--- src/rtl/mem_port_arbiter.sv ---
// mem_port_arbiter: arbitrates the fetch and load/store requesters onto the single memory port
module mem_port_arbiter #(
    parameter bit          FIXED_PRIO = 1'b0,
    parameter int unsigned TIMEOUT    = 255
) (
    input  logic        clk,
    input  logic        rst,
    input  logic        req0,
    input  logic [31:0] addr0,
    input  logic [31:0] wdata0,
    input  logic        we0,
    input  logic        req1,
    input  logic [31:0] addr1,
    input  logic [31:0] wdata1,
    input  logic        we1,
    input  logic        mem_ready,
    input  logic [31:0] mem_rdata,
    output logic        mem_valid,
    output logic [31:0] mem_addr,
    output logic [31:0] mem_wdata,
    output logic        mem_we,
    output logic        mux_sel,
    output logic [1:0]  grant,
    output logic        done0,
    output logic        done1,
    output logic [31:0] rdata,
    output logic        err
);
    typedef enum logic [1:0] {IDLE, BUSY, DONE} state_t;
    state_t      state, next_state;
    logic        last_grant, pick, any_req, timeout_hit;
    logic [15:0] cnt;
    always_comb begin
        any_req     = req0 | req1;
        pick        = (req0 & req1) ? (FIXED_PRIO ? 1'b0 : ~last_grant) : ~req0;
        timeout_hit = cnt == 16'(TIMEOUT - 1);
        next_state  = state == IDLE ? (any_req ? BUSY : IDLE) :
                      state == BUSY ? ((mem_ready | timeout_hit) ? DONE : BUSY) : IDLE;
    end
    assign mem_valid = state == BUSY;
    assign mem_addr  = mux_sel ? addr1 : addr0;
    assign mem_wdata = mux_sel ? wdata1 : wdata0;
    assign mem_we    = mem_valid & (mux_sel ? we1 : we0);
    assign done0     = (state == DONE) & ~mux_sel;
    assign done1     = (state == DONE) & mux_sel;
    always_ff @(posedge clk) begin
        if (rst) begin
            state      <= IDLE;
            mux_sel    <= 1'b0;
            grant      <= 2'b00;
            last_grant <= 1'b1;
            cnt        <= '0;
            rdata      <= '0;
            err        <= 1'b0;
        end else begin
            state <= next_state;
            if (state == IDLE && any_req) begin
                mux_sel    <= pick;
                grant      <= {pick, ~pick};
                last_grant <= pick;
                cnt        <= '0;
            end
            if (state == BUSY) begin
                if (mem_ready) begin
                    rdata <= mem_rdata;
                    err   <= 1'b0;
                end else if (timeout_hit) begin
                    err <= 1'b1;
                end else begin
                    cnt <= cnt + 16'd1;
                end
            end
            if (state == DONE) grant <= 2'b00;
        end
    end
endmodule

--- config.mk ---
export PLATFORM = sky130hd
export DESIGN_NAME = mem_port_arbiter
export DESIGN_NICKNAME = d
export VERILOG_FILES = /design/src/rtl/mem_port_arbiter.sv
export SDC_FILE = /design/constraint.sdc
export NUM_CORES = 1
export LEC_CHECK = 0
export CAP_MARGIN = 20
export CORE_ASPECT_RATIO = 0.8
export CORE_MARGIN = 10
export CORE_UTILIZATION = 25
export CTS_CLUSTER_DIAMETER = 50
export DETAILED_ROUTE_END_ITERATION = 12
export MAX_ROUTING_LAYER = met4
export PLACE_DENSITY_LB_ADDON = 0.3
export SETUP_SLACK_MARGIN = 0.3
export SKIP_CTS_REPAIR_TIMING = 1
export SYNTH_ARGS = -nofsm -noshare
export SYNTH_HDL_FRONTEND = slang
export SYNTH_SLANG_ARGS = --single-unit
--- constraint.sdc ---
create_clock -name clk -period 4.8 [get_ports clk]
set_input_delay 1.44 -clock clk [delete_from_list [all_inputs] [get_ports clk]]
set_output_delay 1.44 -clock clk [all_outputs]
set_load 0.02 [all_outputs]
==> results.cfg <==
[routing]
vias = 3547
first_pass_iters = 4
first_iter_violations = 185
via_per_inst = 4.67
ant_nets = 0
drcViolationCount = 0
routed_wl_um = 15200
wire_per_inst_um = 20.1

[logic_synthesis]
synth_top_area_share_pct = 36.5
synth_seq_area_share_pct = 36.5
ys_warn_count = 0
synth_compound_area_share_pct = 12.6
synth_top_cell_by_area = dfxtp_1
avgSynthCellArea_um2 = 8.58
syn_area_um2 = 3020
synthXorXnorAreaFrac_pct = 0.290
netlist_instances = 352
syn_nets = 521
synthMuxAreaShare_pct = 24.9
synth-simple-area-share_pct = 20.5
yosysUniqueCellTypes = 40
ys_ff_latch = 55
synthAdderAreaFrac_pct = 0.829
synthTopCellsByArea = dfxtp_1 (36%), mux2_2 (24%), nand2_1 (9.3%), a21oi_1 (7.1%), or3_1 (1.7%)
synth_top_family_by_area = multiplexers

[placed_design]
dpl_cell_area_um2 = 5830
dpl.hpwl_um = 12600
gp_congestion = 0.831
io_buffer_count = 270
place_inst = 749

[worst_setup_path]
crit_type = in -> out
startpoint_type = input pin
critPathRequiredTime_ns = 3.36
r2r_start = cnt[0]
critPathArrivalTime_ns = 2.76
rr_worst_depth = 6
crit_fanout = 1
rrSetupSlack_ns = 3.03
r2r-end = cnt[4]
end_kind = primary output

[clock_tree]
cts_htree_levels = 2
clk_path_buf_depth = 2
root_buffer = clkbuf_16
cts_num_sinks = 55
clk_pin_slew_worst_paths_ns = 0.07
cts_tree = done
cts_buffers = 5
clk-insertion-delay-late_ns = 0.30

[sta]
slew_viol_final = 0
period_share_pct = 87.4
clock.fmax_mhz = 238
hold_violations = 0
skew_ns = 0.0130
tns_ns = 0
worst_pin_slew_ns = 0.748
max-slew-margin-rel_pct = 49.8
grt_setup_unrepaired = false
post-route-min-period_ns = 4.20
final-setup-viol-count = 0

[power]
leakage_nw = 2.12
p_per_area_nw_per_um2 = 228
finalPower_mw = 1.37
ir_drop_mv = 0.157

[global_routing]
grt.overflow.total = 0
grt_max_degree = 39
grt_pass1_wl_um = 22400
antenna_found_initial = 1
grt_pass1_vias = 3470
track_usage_pct = 17.3

[final_layout]
mostFrequentLayoutCell = clkdlybuf4s50_1
area_growth_pct = 99.4
drive_gt1_share_pct = 13.6
nets = 778
final_cell_mix = clkdlybuf4s50_1 (270), nand2_1 (75), mux2_2 (64), dfxtp_1 (54), a21oi_1 (43)
fin_area_um2 = 6020
layout.cells.non_filler = 759

[floorplan]
std_cell_rows = 35
io_pins = 271
core_area_um2 = 11600
die_w_um = 143
die-area_um2 = 16900
initial_core_util_pct = 25.9
die_y_um = 118

[min_path]
whs_path_depth = 2
min-delay-start = rdata[2]
holdPathEnd = rdata[2]
hp-class = reg -> reg

[run_status]
status = complete, no violations

[run]
max_cap_violations = 0
-- sequential cells by signal (all words and copies together) (netlist names) --
| signal | cells |
|---|---|
| err | 1 |
| state | 2 |
| last_grant | 1 |
| cnt | 16 |
| rdata | 32 |
| grant | 2 |
| mux_sel | 1 |
-- layout make-up --
cell class              instances  area, um^2
inverters                       6        22.5
repair buffers                274        2770
well taps                     148         185
fillers                      1046        5630
clock buffers                   5         125
clock inverters                 3        33.8
diodes                          1        2.50
flip-flops and latches         55        1100
multi-input cells             267        1780
-- report_power, final --
| group | switching [mW] | internal, mW |
|---|---|---|
| logic | 0.205 | 0.293 |
| registers | 0.0175 | 0.473 |
| clock network | 0.184 | 0.201 |
-- logic make-up after synthesis --
group | Yosys count
simple gates | 130
compound gates | 67
mux | 67
flops | 55
buf+inv | 30
fa+ha+maj | 2
xor+xnor | 1
-- how the worst max path moves through the flow --
stage / startpoint / slack [ns] / to
final: addr1[26] / 0.60 / mem_addr[26]
after global routing: addr1[26] / 0.59 / mem_addr[26]
after CTS: addr1[26] / 0.61 / mem_addr[26]
after detailed placement: addr1[26] / 0.61 / mem_addr[26]
after global placement: addr1[26] / 0.62 / mem_addr[26]
after floorplan: we1 / 1.57 / mem_we
-- per-layer routing --
layer	up-vias	GRT usage, %	routed length [um]
li1	1758	-	-
met1	1641	19.2	6120
met2	142	29.6	7610
met3	6	6.04	1420
met4	0	2.70	97
met5	-	-	0
-- Yosys cell counts --
| cell type | number |
|---|---|
| buf_1 | 7 |
| or2_2 | 2 |
| o211ai_1 | 5 |
| nor3b_1 | 2 |
| ha_1 | 2 |
| or4_1 | 3 |
| clkbuf_1 | 9 |
| buf_6 | 2 |
| o31a_1 | 1 |
| and4bb_2 | 2 |
| dfxtp_1 | 55 |
| and4_4 | 1 |
| inv_1 | 6 |
| nor2_1 | 11 |
| o21a_1 | 2 |
| o21ai_1 | 2 |
| nand2b_1 | 3 |
| o41ai_1 | 2 |
| and2_1 | 2 |
| o22ai_1 | 1 |
| mux2_2 | 64 |
| or3_1 | 8 |
| nand2_1 | 75 |
| nor3_1 | 4 |
| o21ai_0 | 6 |
| mux2i_1 | 3 |
| a31oi_1 | 1 |
| a211oi_1 | 1 |
| buf_2 | 6 |
| and3_1 | 3 |
| a21oi_1 | 43 |
| xnor2_1 | 1 |
| nand3_1 | 5 |
| and4_1 | 1 |
| o311ai_0 | 2 |
| nor4_1 | 1 |
| or3b_2 | 1 |
| nand4b_1 | 1 |
| nand4_1 | 5 |
| a211o_1 | 1 |
-- metrics by stage --
stage | util, % | hold slack, ns | setup WS, ns
after floorplan | - | 0.435 | 1.57
after global placement | 50.1 | 0.441 | 0.623
after detailed placement | 50.1 | 0.446 | 0.613
after CTS | 51.4 | 0.456 | 0.607
after global routing | 51.7 | 0.474 | 0.588
final | 51.7 | 0.454 | 0.603
-- critical path, cell delays in order --
cell             delay (ns)
clkdlybuf4s50_1        0.53
mux2_2                 0.17
clkdlybuf4s50_1        0.61
Note: power is estimated with default switching activity, not from simulation.
